**src/rtl/load_store_unit_pkg.sv**
```systemverilog
// Shared encodings for the load/store unit: funct3 access codes,
// FSM states and the request legality check.
package load_store_unit_pkg;

    localparam logic [2:0] F3_LB  = 3'd0;
    localparam logic [2:0] F3_LH  = 3'd1;
    localparam logic [2:0] F3_LW  = 3'd2;
    localparam logic [2:0] F3_LBU = 3'd4;
    localparam logic [2:0] F3_LHU = 3'd5;
    localparam logic [2:0] F3_SB  = 3'd0;
    localparam logic [2:0] F3_SH  = 3'd1;
    localparam logic [2:0] F3_SW  = 3'd2;

    localparam logic [1:0] SZ_B = 2'd0;
    localparam logic [1:0] SZ_H = 2'd1;
    localparam logic [1:0] SZ_W = 2'd2;

    typedef enum logic [1:0] {
        ST_IDLE = 2'd0,
        ST_BUS  = 2'd1,
        ST_DONE = 2'd2
    } lsu_state_e;

    function automatic logic req_illegal(
        input logic       rd,
        input logic       wr,
        input logic [2:0] f3,
        input logic [1:0] off
    );
        logic bad;
        bad = 1'b0;
        if (rd && wr)
            bad = 1'b1;
        if (rd && !(f3 inside {F3_LB, F3_LH, F3_LW, F3_LBU, F3_LHU}))
            bad = 1'b1;
        if (wr && !(f3 inside {F3_SB, F3_SH, F3_SW}))
            bad = 1'b1;
        if (f3[1:0] == SZ_H && off[0])
            bad = 1'b1;
        if (f3[1:0] == SZ_W && off != 2'b00)
            bad = 1'b1;
        return bad;
    endfunction

endpackage

```
**src/rtl/load_store_unit_load_align.sv**
```systemverilog
// Load lane extraction: picks the byte/halfword addressed by off
// out of the bus word and sign- or zero-extends it.
module load_align
    import load_store_unit_pkg::*;
(
    input  logic [31:0] rdata,
    input  logic [1:0]  off,
    input  logic [2:0]  funct3,
    output logic [31:0] data
);

    logic [7:0]  lane_b;
    logic [15:0] lane_h;
    logic        sext;

    always_comb begin
        lane_b = rdata[{off, 3'b000} +: 8];
        lane_h = off[1] ? rdata[31:16] : rdata[15:0];
        // funct3[2] marks the unsigned variants
        sext   = !funct3[2];
        unique case (funct3[1:0])
            SZ_B:    data = {{24{sext & lane_b[7]}}, lane_b};
            SZ_H:    data = {{16{sext & lane_h[15]}}, lane_h};
            default: data = rdata;
        endcase
    end

endmodule

```
**src/rtl/load_store_unit.sv**
```systemverilog
// Load/store unit: one bus access at a time, three-state FSM with
// request legality checks, lane steering and a bus timeout.
module load_store_unit
    import load_store_unit_pkg::*;
#(
    parameter int TIMEOUT_CYCLES = 255
) (
    input  logic        clk,
    input  logic        reset,
    input  logic        dmem_read,
    input  logic        dmem_write,
    input  logic [2:0]  funct3,
    input  logic [31:0] addr,
    input  logic [31:0] store_data,
    output logic        bus_req,
    output logic        bus_we,
    output logic [31:0] bus_addr,
    output logic [3:0]  bus_be,
    output logic [31:0] bus_wdata,
    input  logic [31:0] bus_rdata,
    input  logic        bus_ack,
    output logic [31:0] load_data,
    output logic        load_valid,
    output logic        stall,
    output logic        fault
);

    localparam logic [7:0] TO_LIM = 8'(TIMEOUT_CYCLES);

    lsu_state_e  state_q;
    lsu_state_e  state_d;
    logic [7:0]  cnt_q;
    logic [1:0]  off_q;
    logic [2:0]  f3_q;

    logic        req;
    logic        illegal;
    logic        accept;
    logic        reject;
    logic        timeout;
    logic [3:0]  be_d;
    logic [31:0] wdata_d;
    logic [31:0] aligned;

    always_comb begin
        req     = dmem_read | dmem_write;
        illegal = req_illegal(dmem_read, dmem_write,
                              funct3, addr[1:0]);
        accept  = (state_q == ST_IDLE) && req && !illegal;
        reject  = (state_q == ST_IDLE) && req && illegal;
        // an ack in the limit cycle still completes the access
        timeout = (state_q == ST_BUS) && !bus_ack &&
                  (cnt_q + 8'd1 == TO_LIM);
    end

    always_comb begin
        be_d    = 4'hF;
        wdata_d = store_data;
        unique case (funct3[1:0])
            SZ_B: begin
                be_d    = 4'b0001 << addr[1:0];
                wdata_d = {4{store_data[7:0]}};
            end
            SZ_H: begin
                be_d    = addr[1] ? 4'b1100 : 4'b0011;
                wdata_d = {2{store_data[15:0]}};
            end
            default: begin
                be_d    = 4'hF;
                wdata_d = store_data;
            end
        endcase
    end

    always_ff @(posedge clk or negedge reset) begin
        if (!reset)
            state_q <= ST_IDLE;
        else
            state_q <= state_d;
    end

    always_comb begin
        state_d = state_q;
        unique case (state_q)
            ST_IDLE: begin
                if (accept)
                    state_d = ST_BUS;
            end
            ST_BUS: begin
                if (bus_ack)
                    state_d = ST_DONE;
                else if (timeout)
                    state_d = ST_IDLE;
            end
            ST_DONE: state_d = ST_IDLE;
            default: state_d = ST_IDLE;
        endcase
    end

    assign bus_req    = (state_q == ST_BUS);
    assign stall      = accept | bus_req;
    assign load_valid = (state_q == ST_DONE) && !bus_we;

    load_align u_align (
        .rdata  (bus_rdata),
        .off    (off_q),
        .funct3 (f3_q),
        .data   (aligned)
    );

    always_ff @(posedge clk or negedge reset) begin
        if (!reset) begin
            cnt_q     <= 8'd0;
            off_q     <= 2'd0;
            f3_q      <= 3'd0;
            bus_we    <= 1'b0;
            bus_addr  <= 32'd0;
            bus_be    <= 4'd0;
            bus_wdata <= 32'd0;
            load_data <= 32'd0;
            fault     <= 1'b0;
        end else begin
            fault <= reject | timeout;
            if (accept) begin
                cnt_q     <= 8'd0;
                off_q     <= addr[1:0];
                f3_q      <= funct3;
                bus_we    <= dmem_write;
                bus_addr  <= {addr[31:2], 2'b00};
                bus_be    <= be_d;
                bus_wdata <= wdata_d;
            end
            if (state_q == ST_BUS && !bus_ack)
                cnt_q <= cnt_q + 8'd1;
            if (state_q == ST_BUS && bus_ack && !bus_we)
                load_data <= aligned;
        end
    end

endmodule

```
**config.mk**
```make
export PLATFORM = sky130hd
export DESIGN_NAME = load_store_unit
export DESIGN_NICKNAME = d
export VERILOG_FILES = /design/src/rtl/load_store_unit_pkg.sv /design/src/rtl/load_store_unit_load_align.sv /design/src/rtl/load_store_unit.sv
export SDC_FILE = /design/constraint.sdc
export NUM_CORES = 1
export LEC_CHECK = 0
export BUFFER_PORTS_ARGS = -buffer_cell sky130_fd_sc_hd__buf_2
export CAP_MARGIN = 20
export CORE_ASPECT_RATIO = 1.1
export CORE_UTILIZATION = 53
export CTS_CLUSTER_SIZE = 12
export DETAILED_ROUTE_END_ITERATION = 16
export GPL_TIMING_DRIVEN = 0
export PLACE_DENSITY = 0.89
export RECOVER_POWER = 25
export SYNTH_ARGS = -nofsm -noshare
export SYNTH_HDL_FRONTEND = slang
export SYNTH_SLANG_ARGS = --single-unit
```
**constraint.sdc**
```tcl
create_clock -name clk -period 3.3 [get_ports clk]
set_clock_uncertainty 0.05 [all_clocks]
set_input_delay 0.66 -clock clk [delete_from_list [all_inputs] [get_ports clk]]
set_output_delay 0.66 -clock clk [all_outputs]
set_load 0.1 [all_outputs]
```
# Yosys cells after proc, flatten, opt, wreduce, memory -nomap -nowiden
# Cells that the tools add are included.
# Widths: inputs -> output; s select.
word_totals:
  register_bits: 115
  input_bits: 104
  output_inout_bits: 105
op_classes:
  addsub: 1
  eq_ne: 12
  n_shift: 2
  n_mux: 16
  bitwise_logic: 5
  reduce_logical: 28
ops:
  columns: ["operator", "n"]
  rows:
  - ["$pmux 32 s2", 2]
  - ["$shiftx 32x6->8", 1]
  - ["$mux 16", 1]
  - ["$mux 8", 2]
  - ["$logic_and 1x1->1", 13]
  - ["$add 8x1->8 const B", 1]
  - ["$eq 8x8->1 const B", 1]
  - ["$pmux 4 s2", 1]
  - ["$eq 2x1->1 const B", 3]
  - ["$eq 3x3->1 const B", 2]
  - ["$logic_not 1->1", 6]
  - ["$logic_not 2->1", 3]
  - ["$mux 2", 3]
  - ["$mux 1", 5]
  - ["$reduce_bool 5->1", 1]
  - ["$eq 2x2->1 const B", 2]
  - ["$mux 4", 1]
  - ["$pmux 2 s2", 1]
  - ["$reduce_bool 2->1", 2]
  - ["$shl 1x2->4 const A", 1]
  - ["$eq 3x1->1 const B", 1]
  - ["$eq 3x2->1 const B", 1]
  - ["$logic_not 3->1", 1]
  - ["$ne 3x1->1 const B", 1]
  - ["5 further kinds", 8]

# Longest topological paths before layout
# Gate-level depths: netlist of run 1.
depth:
  word_depth: 12
  depth_mapped: 7
  ltp_nobuf: 5

# Modules after synthesis
# Synthesis of run 1 repeated with hierarchy kept, for this count alone.
unflattened:
  hier_cells: 499
  hier_area_um2: 5646.7
modules_own_cells:
  columns: ["module", "instances", "cells_per_inst", "area_per_inst_um2"]
  rows:
  - ["load_store_unit", 1, 377, 4952.2]
  - ["load_align", 1, 122, 694.4]

# Least setup slack after synthesis of run 1
# OpenSTA, ideal clock, no wires.
synth_timing:
  path_type: "flip-flop to output port"
  startpoint: "register bus_we"
  endpoint: "output load_valid"
  t_arrival_ps: 3118
  setup_slack_ps: -528
  path_stages_with_launch: 2
  path_buffers: 0
  cell_sequence: "dfrtp_1 > nor3b_1"
synth_via:
  elab_chain_cells: 2
synth_lines:
  columns: ["item", "line", "source"]
  rows:
  - ["start: declaration", "load_store_unit.sv:16", "output logic bus_we,"]
  - ["start signal: assignment", "load_store_unit.sv:128", "bus_we <= dmem_write;"]
  - ["$logic_not 1->1", "load_store_unit.sv:102", "assign load_valid = (state_q == ST_DONE) && !bus_we;"]
  - ["$logic_and 1x1->1", "load_store_unit.sv:102", null]
  - ["end: declaration", "load_store_unit.sv:23", "output logic load_valid,"]
# Every way passes these cells.

# Worst setup path after layout of run 1
layout_timing:
  startpoint: "register state_q[1]"
  endpoint: "output stall"
layout_via:
  elab_chain_cells: 4
  elab_cells_between_ends: 5
  cone_classes: "eq/ne: 1; bitwise: 1; reduce/logical: 3"
layout_lines:
  columns: ["item", "line", "source"]
  rows:
  - ["start: declaration", "load_store_unit.sv:30", "lsu_state_e state_q;"]
  - ["start signal: assignment", "load_store_unit.sv:79", "state_q <= state_d;"]
  - ["$logic_not 2->1", "load_store_unit.sv:49", "accept = (state_q == ST_IDLE) && req && !illegal;"]
  - ["$logic_and 1x1->1 (2 in series)", "load_store_unit.sv:49", null]
  - ["$or 1x1->1 (*)", "load_store_unit.sv:101", "assign stall = accept | bus_req;"]
  - ["end: declaration", "load_store_unit.sv:24", "output logic stall,"]
# Mark *: on every way between the ends. The rest lies on a longest branch, timed or not.

==> results_dict.tcl, run 1 <==
set metrics [dict create \
    status "finished, violations left" \
    violations "max-capacitance violations" \
    path_clk_slew_ns 0.06 \
    startpoint_type "flop" \
    vias 4853 \
    wl_met3_um 1290 \
    clock_path_buffers 2 \
    antenna_found_initial 0 \
    ys_ff_latch 115 \
    synth_mux_area_share_pct 19.2 \
    initial_core_util_pct 55.0 \
    port_buffers 205 \
    relSlewSlack_pct 0.226 \
    min_path_type "input port to flop" \
    rsz0062_at_grt "false" \
    die_w_um 99.1 \
    vias_per_cell 5.79 \
    syn_inst 480 \
    wl_per_cell_um 18.7 \
    syn2layout_area_growth_pct 33.2 \
    avgSynthCellArea_um2 11.4 \
    drtIter0Drc 245 \
    synth_compound_area_share_pct 10.3 \
    grt_pass1_vias 5022 \
    finalSetupTns_ns 0 \
    pre_cts_ws_ns 0.375 \
    yosys.area.top_type "dfrtp_1" \
    drt_first_pass_iters 5 \
    track_usage_pct 30.0 \
    place.gp.congestion 0.896 \
    yosys-top-cells-area "dfrtp_1 (52%), mux2_2 (13%), mux2i_1 (3.5%)" \
    grt_first_pass_wirelength_um 24700 \
    core_area_mm2 0.00998 \
    drv_cap 1 \
    drc 0 \
    io_pins 209 \
    yosysSeqAreaShare_pct 52.4 \
    postCtsResizedCells 0 \
    arrival_ns 2.45 \
    synth_flop_cell "dfrtp_1" \
    cts_sinks 115 \
    worst_slack_ns 0.140 \
    drive_gt1_share_pct 45.3 \
    clk_latency_ns 0.52 \
    n_antenna_cell 0 \
    cts_tree "yes" \
    die_area_mm2 0.0108 \
    cts-root-buf "clkbuf_8" \
    place_area_mm2 0.00671 \
    ys_top_cells_by_count "dfrtp_1 (115), mux2_2 (63), nand2_1 (44), nand3_1 (34), o21ai_0 (21)" \
    final_area_mm2 0.00732 \
    synth_top_area_share_pct 52.4 \
    synth.distinct_cells 53 \
    fin_crit_sh_pct 95.7 \
    crit_path_end_kind "output pin" \
    synth_warnings 0 \
    yosys.area_share.simple_pct 12.9 \
    synthAdderAreaFrac_pct 0.455 \
    synth_top_family_by_area "multiplexers" \
    synth-edff-count 0 \
    grt_max_degree 61 \
    hold_violations 0 \
    cts_setup_buffers 0 \
    route.met2.wl_um 7960 \
    dp_hpwl_um 11400 \
    period_needed_ns 3.16 \
    ctsHoldBuffers 0 \
    crit_fanout 10 \
    worst_slew_pin_slew_ns 1.50 \
    slew_violations 0 \
    wl_um 15600 \
    m1WireLength_um 5960 \
    yosysMostFrequentCell "dfrtp_1" \
    async_reset_ff_share_pct 100 \
    top_layer "met4" \
    cp_slowest_stage_delay_ns 0.44 \
    row_count 38 \
    crit_slowest_cell "buf_2" \
    syn_area_mm2 0.00550 \
    cts_buffers 17 \
    overflow 0 \
    setup.worst_path.class "flop to output pin" \
    synth_xor_area_share_pct 0.478 \
    path_cells "nor2_1 -> o2111ai_2 -> a21o_4 -> buf_6 -> o21ai_1 -> buf_2" \
    final_antenna_net_count 0 \
    cts_htree_levels 4 \
    cp_data_required_time_ns 2.59 \
    max_freq_ghz 0.316 \
    die_h_um 109 \
    setup_viol 0 \
    hold-worst-slack_ns 0.310 \
    layout.nets 812 \
]
-- worst max-delay path: cells and delay by family (launching register included) --
kind / cells / cell delay, ns
AOI/OAI and AO/OA: 3 / 0.67
buffers and inverters: 2 / 0.59
DFF: 1 / 0.43
and+or+nand+nor: 1 / 0.24
-- sequential cells by signal, indices dropped and copies added (netlist names), 2 cells and up --
signal     flops
bus_be         4
bus_wdata     32
load_data     32
bus_addr      30
cnt_q          8
state_q        2
off_q          2
f3_q           3
-- final timing paths --
| path | start | to | slack [ns] | cells past startpoint |
|---|---|---|---|---|
| max in group asynchronous | reset | bus_addr[31] | 0.68 | 2 |
| setup reg to reg | cnt_q[1] | state_q[0] | 0.95 | 5 |
| min in group asynchronous | reset | bus_be[2] | 0.39 | 1 |
| hold reg to reg | load_data[2] | load_data[2] | 0.43 | 2 |
| hold / removal | addr[28] | bus_addr[28] | 0.31 | 2 |
| setup / recovery | state_q[1] | stall | 0.14 | 6 |
-- layer usage --
metal  global-route usage [%]  vias to the layer above
li1                         -                     2194
met1                     33.1                     2343
met2                     53.1                      270
met3                     9.74                       46
met4                     13.6                        0
met5                        0                        -
-- metrics by stage --
stage / util (%) / instances
finish: 73.3 / 838
global route: 73.3 / 838
CTS: 73.6 / 838
detailed placement: 67.2 / 807
global placement: 66.9 / 806
floorplan: - / 481
-- cells by family (layout without fill, tap and decap cells) --
| kind of cell | Yosys count | in the layout |
|---|---|---|
| fa+ha+maj | 2 | 2 |
| simple gates | 144 | 144 |
| mux | 95 | 95 |
| buf+inv | 42 | 279 |
| other cells | 1 | 2 |
| flops | 115 | 115 |
| compound gates | 78 | 78 |
| xor+xnor | 3 | 3 |
-- cell type report --
cell class / count / area, µm²
fill: 674 / 2670
clock inverter: 8 / 148
inverter: 9 / 33.8
clock buffer: 23 / 487
multi-input combinational: 324 / 2400
sequential: 115 / 2880
tap: 120 / 150
buffer: 33 / 195
timing repair buffer: 206 / 1030
-- layout by cell type, fill, tap and decap left out, types with 5 or more instances in the layout --
| cell | instances |
|---|---|
| buf_2 | 210 |
| dfrtp_1 | 115 |
| mux2_2 | 63 |
| nand2_1 | 44 |
| nand3_1 | 34 |
| o21ai_0 | 20 |
| mux2i_1 | 19 |
| nor2_1 | 18 |
| a21oi_1 | 18 |
| clkbuf_16 | 16 |
| nor3_1 | 14 |
| clkbuf_1 | 14 |
| mux2_1 | 12 |
| inv_1 | 9 |
| or3_1 | 7 |
| a221o_1 | 7 |
| buf_6 | 6 |
| clkbuf_8 | 6 |
| nor3b_1 | 5 |
| buf_4 | 5 |
| o221ai_1 | 5 |
Power of run 1 is left out: the tool's default activity adds up to more than one toggle a clock period on the data nets, which glitch-free logic cannot reach.
==> run 2, diff against run 1 <==
Settings changed: CORE_UTILIZATION 53 to 36, PLACE_DENSITY 0.89 to 0.66.
==> run 2 against run 1 <==
Against the previous run:
- the run ends with max-capacitance violations, max-slew violations left
- via count shrank 2.3%
- global-route usage down 9.7 points
- design area rose by 0.80%
- routed wire length fell by 2.9%
- setup slack gained 0.042 ns
- largest cell class unchanged
- highest routed layer unchanged
- critical endpoint unchanged
==> results_dict.tcl, run 2 (synthesis gave the netlist of run 1 again) <==
set metrics [dict create \
    ctsHoldBuffers 0 \
    cts_tree "yes" \
    syn2layout_area_growth_pct 34.3 \
    status "finished, violations left" \
    worst_slew_pin_slew_ns 2.59 \
    path_clk_slew_ns 0.05 \
    final_cell_mix "buf_2 (210), dfrtp_1 (115), mux2_2 (63), nand2_1 (44), nand3_1 (34)" \
    vias_per_cell 5.18 \
    crit_slowest_cell "buf_2" \
    crit_path_end_kind "output pin" \
    setup.worst_path.class "flop to output pin" \
    whs_path_depth 2 \
    cp_num_buf_inv 2 \
    drtIter0Drc 314 \
    drt_first_pass_iters 4 \
    fillers 1404 \
    use_met3_pct 6.16 \
    drive_gt1_share_pct 45.2 \
    drc 0 \
    grt.met1_usage_pct 24.4 \
    antenna_found_initial 0 \
    core_area_mm2 0.0150 \
    postLayoutCoreUtil_pct 49.2 \
    max_freq_ghz 0.321 \
    cts-root-buf "clkbuf_16" \
    r2r_cells 6 \
    wl_um 15200 \
    grt_first_pass_wirelength_um 24800 \
    path_cells "nor2_1 -> o2111ai_2 -> a21o_4 -> buf_6 -> o21ai_1 -> buf_2" \
    cpLargestDelayFamily "compound AO/OA/AOI/OAI gates" \
    port_buffers 205 \
    io_pins 209 \
    violations "max-capacitance violations, max-slew violations" \
    die_w_um 120 \
    hold-worst-slack_ns 0.408 \
    place.gp.congestion 0.785 \
    track_usage_pct 20.3 \
    min_path_type "input port to flop" \
    fin_crit_sh_pct 94.5 \
    final_common_cell "buf_2" \
    slew_violations 47 \
    period_needed_ns 3.12 \
    startpoint_type "flop" \
    grt_pass1_vias 4848 \
    relSlewSlack_pct -72.3 \
    row_count 47 \
    cts_buffers 17 \
    vias 4743 \
    die_h_um 132 \
    die_area_mm2 0.0158 \
    cts_setup_buffers 0 \
    clk_latency_ns 0.41 \
    crit_fanout 10 \
    postCtsResizedCells 0 \
    cp_data_required_time_ns 2.59 \
    largestRegisters "bus_wdata (32), load_data (32), bus_addr (30)" \
    busiest_layer "met2" \
    wl_per_cell_um 16.6 \
    place_area_mm2 0.00681 \
    dp_hpwl_um 11500 \
    grt_max_degree 70 \
    overflow 0 \
    cts_sinks 115 \
    clock_path_buffers 2 \
    rsz0062_at_grt "false" \
    initial_core_util_pct 36.6 \
    cts_htree_levels 4 \
    gr-usage-met2_pct 33.6 \
    final_area_mm2 0.00738 \
    cp_slowest_stage_delay_ns 0.44 \
    arrival_ns 2.41 \
    drv_cap 1 \
    finalSetupTns_ns 0 \
    setup_viol 0 \
    final_antenna_net_count 0 \
    path_depth 6 \
    n_antenna_cell 0 \
    layout.nets 812 \
    hold_violations 0 \
]
run 2: area by class of cell:
class / instances / area, µm² / area share (%)
well taps: 196 / 245 / 3.32
clock inverters: 13 / 134 / 1.81
flip-flops and latches: 115 / 2880 / 39.0
clock buffers: 19 / 443 / 6.00
inverters: 9 / 33.8 / 0.458
multi-input cells: 324 / 2400 / 32.5
repair buffers: 206 / 1050 / 14.3
plain buffers: 33 / 195 / 2.65
run 2: path summary, 6_finish.rpt:
| check | start | end | slack, ns |
|---|---|---|---|
| hold / removal | addr[26] | bus_addr[26] | 0.41 |
| min in group asynchronous | reset | cnt_q[3] | 1.00 |
| setup / recovery | state_q[1] | stall | 0.18 |
| hold reg to reg | bus_addr[26] | bus_addr[26] | 0.43 |
| max in group asynchronous | reset | bus_wdata[1] | 0.72 |
| setup reg to reg | state_q[1] | bus_addr[28] | 1.13 |
run 2: metrics by stage:
step,worst slack [ns],cells
after floorplan,0.0719,481
after global placement,0.157,882
after detailed placement,0.321,883
after CTS,0.149,915
after global routing,0.00780,915
final,0.182,915
run 2: worst reg2reg max path, delay by kind of cell, from the launching register on:
kind | cells | cell delay [ns]
muxes | 1 | 0.33
buffers and inverters | 2 | 0.38
and+or+nand+nor | 1 | 0.25
AOI/OAI and AO/OA | 2 | 0.61
DFF | 1 | 0.43
run 2: per-layer routing:
layer / up-vias / wire (µm)
li1: 2197 / -
met5: - / 0
met4: 0 / 162
met3: 13 / 1040
met1: 2338 / 6410
met2: 195 / 7560
Power of run 2 is left out for the same reason.
==> run 3, diff against run 2 <==
Clock period 3.3 ns to 3.8 ns, I/O delays scaled along.
==> run 3 against run 2 <==
Against the previous run:
- the flow still finishes with violations (max-capacitance violations, max-slew violations)
- largest cell class unchanged
- critical path type unchanged
- core utilization up 0.27 points
- critical path depth stayed put
- routed wire length shrank 3.5%
- highest routed layer unchanged
- clock-buffer cell count up 2
==> results_dict.tcl, run 3 (synthesis gave the netlist of run 1 again) <==
set metrics [dict create \
    status "finished, violations left" \
    violations "max-capacitance violations, max-slew violations" \
    fin_crit_sh_pct 84.0 \
    dp_hpwl_um 11100 \
    wl_per_cell_um 16.0 \
    drt_first_pass_iters 5 \
    syn2layout_area_growth_pct 35.0 \
    cp_slowest_stage_delay_ns 0.45 \
    max_freq_ghz 0.313 \
    relSlewSlack_pct -74.0 \
    grt_pass1_vias 4790 \
    crit_slowest_cell "buf_2" \
    final_common_cell "buf_2" \
    finalSetupTns_ns 0 \
    arrival_ns 2.38 \
    final_cell_mix "buf_2 (210), dfrtp_1 (115), mux2_2 (63), nand2_1 (44), nand3_1 (34)" \
    core_area_mm2 0.0150 \
    rsz0062_at_grt "false" \
    track_usage_pct 19.4 \
    drive_gt1_share_pct 45.0 \
    worst_slew_pin_slew_ns 2.61 \
    setup.worst_path.class "flop to output pin" \
    crit_fanout 10 \
    drv_cap 1 \
    min_path_type "flop to flop" \
    path_cells "nor2_1 -> o2111ai_2 -> a21o_4 -> buf_6 -> o21ai_0 -> buf_2" \
    cts_sinks 115 \
    register_area_mm2 0.00288 \
    drc 0 \
    period_needed_ns 3.19 \
    overflow 0 \
    rrSetupSlack_ns 1.60 \
    cts_buffers 17 \
    clk_latency_ns 0.41 \
    final_area_mm2 0.00742 \
    worst_slack_ns 0.608 \
    n_antenna_cell 0 \
    vias 4678 \
    setup_viol 0 \
    path_clk_slew_ns 0.05 \
    fillers 1397 \
    cpLargestDelayFamily "compound AO/OA/AOI/OAI gates" \
    place.gp.congestion 0.793 \
    wl_um 14700 \
    clock_path_buffers 2 \
    vias_per_cell 5.12 \
    postLayoutCoreUtil_pct 49.5 \
    die_w_um 120 \
    cts_tree "yes" \
    port_buffers 205 \
    cts_setup_buffers 0 \
    hold_violations 0 \
    place_area_mm2 0.00681 \
    grt_max_degree 71 \
    crit_path_end_kind "output pin" \
    cts_htree_levels 4 \
    cts-root-buf "clkbuf_16" \
    antenna_found_initial 0 \
    io_pins 209 \
    final_antenna_net_count 0 \
    die_h_um 132 \
    initial_core_util_pct 36.6 \
    postCtsResizedCells 0 \
    die_area_mm2 0.0158 \
    grt_first_pass_wirelength_um 23800 \
    pre_cts_ws_ns 0.656 \
    drtIter0Drc 267 \
    startpoint_type "flop" \
    cp_num_buf_inv 2 \
    layout.nets 812 \
    ctsHoldBuffers 0 \
    cp_data_required_time_ns 2.99 \
    row_count 47 \
    largestRegisters "bus_wdata (32), load_data (32), bus_addr (30)" \
    slew_violations 46 \
    multiInputGateArea_mm2 0.00240 \
]
-- run 3: cell count changes in the layout (fill, tap and decap cells not counted), sizes merged --
cell | previous run | this run
bufinv | 2 | 4
clkbuf | 33 | 35
clkinv | 7 | 5
clkinvlp | 3 | 1
inv | 10 | 9
-- run 3: final timing paths --
check	end	start	cells past startpoint
max	stall	state_q[1]	6
min	bus_addr[26]	bus_addr[26]	1
max reg2reg	fault	cnt_q[1]	5
min reg2reg	bus_addr[26]	bus_addr[26]	1
max in group asynchronous	bus_addr[10]	reset	1
min in group asynchronous	cnt_q[0]	reset	1
-- run 3: final cells by class --
type | instances | area share (%)
Timing Repair Buffer | 206 | 14.2
Tap cell | 196 | 3.31
Multi-Input combinational cell | 324 | 32.3
Buffer | 33 | 2.63
Clock inverter | 10 | 2.11
Inverter | 9 | 0.455
Sequential cell | 115 | 38.8
Clock buffer | 21 | 6.21
-- run 3: layer usage --
| metal | vias to the layer above | GRT usage [%] | share of wire, % | wire length (µm) |
|---|---|---|---|---|
| met1 | 2291 | 23.6 | 43 | 6250 |
| li1 | 2187 | - | - | - |
| met4 | 0 | 7.92 | 1.7 | 247 |
| met3 | 23 | 5.12 | 6.2 | 903 |
| met2 | 177 | 32.2 | 49 | 7250 |
| met5 | - | 0 | 0 | 0 |
-- run 3: per-stage QoR --
step | hold slack (ns) | std cells
final | 0.430 | 914
after global placement | 0.414 | 882
after floorplan | 0.414 | 481
after CTS | 0.232 | 914
after global routing | 0.454 | 914
after detailed placement | 0.419 | 883
-- run 3: worst reg2reg max path: stages (launching register included) --
cell and delay (ns):
dfrtp_1 0.39, ha_1 0.25, nand3_1 0.18, or3_1 0.34
a2111oi_0 0.68, o2bb2ai_1 0.22
Power of run 3 is left out for the same reason.
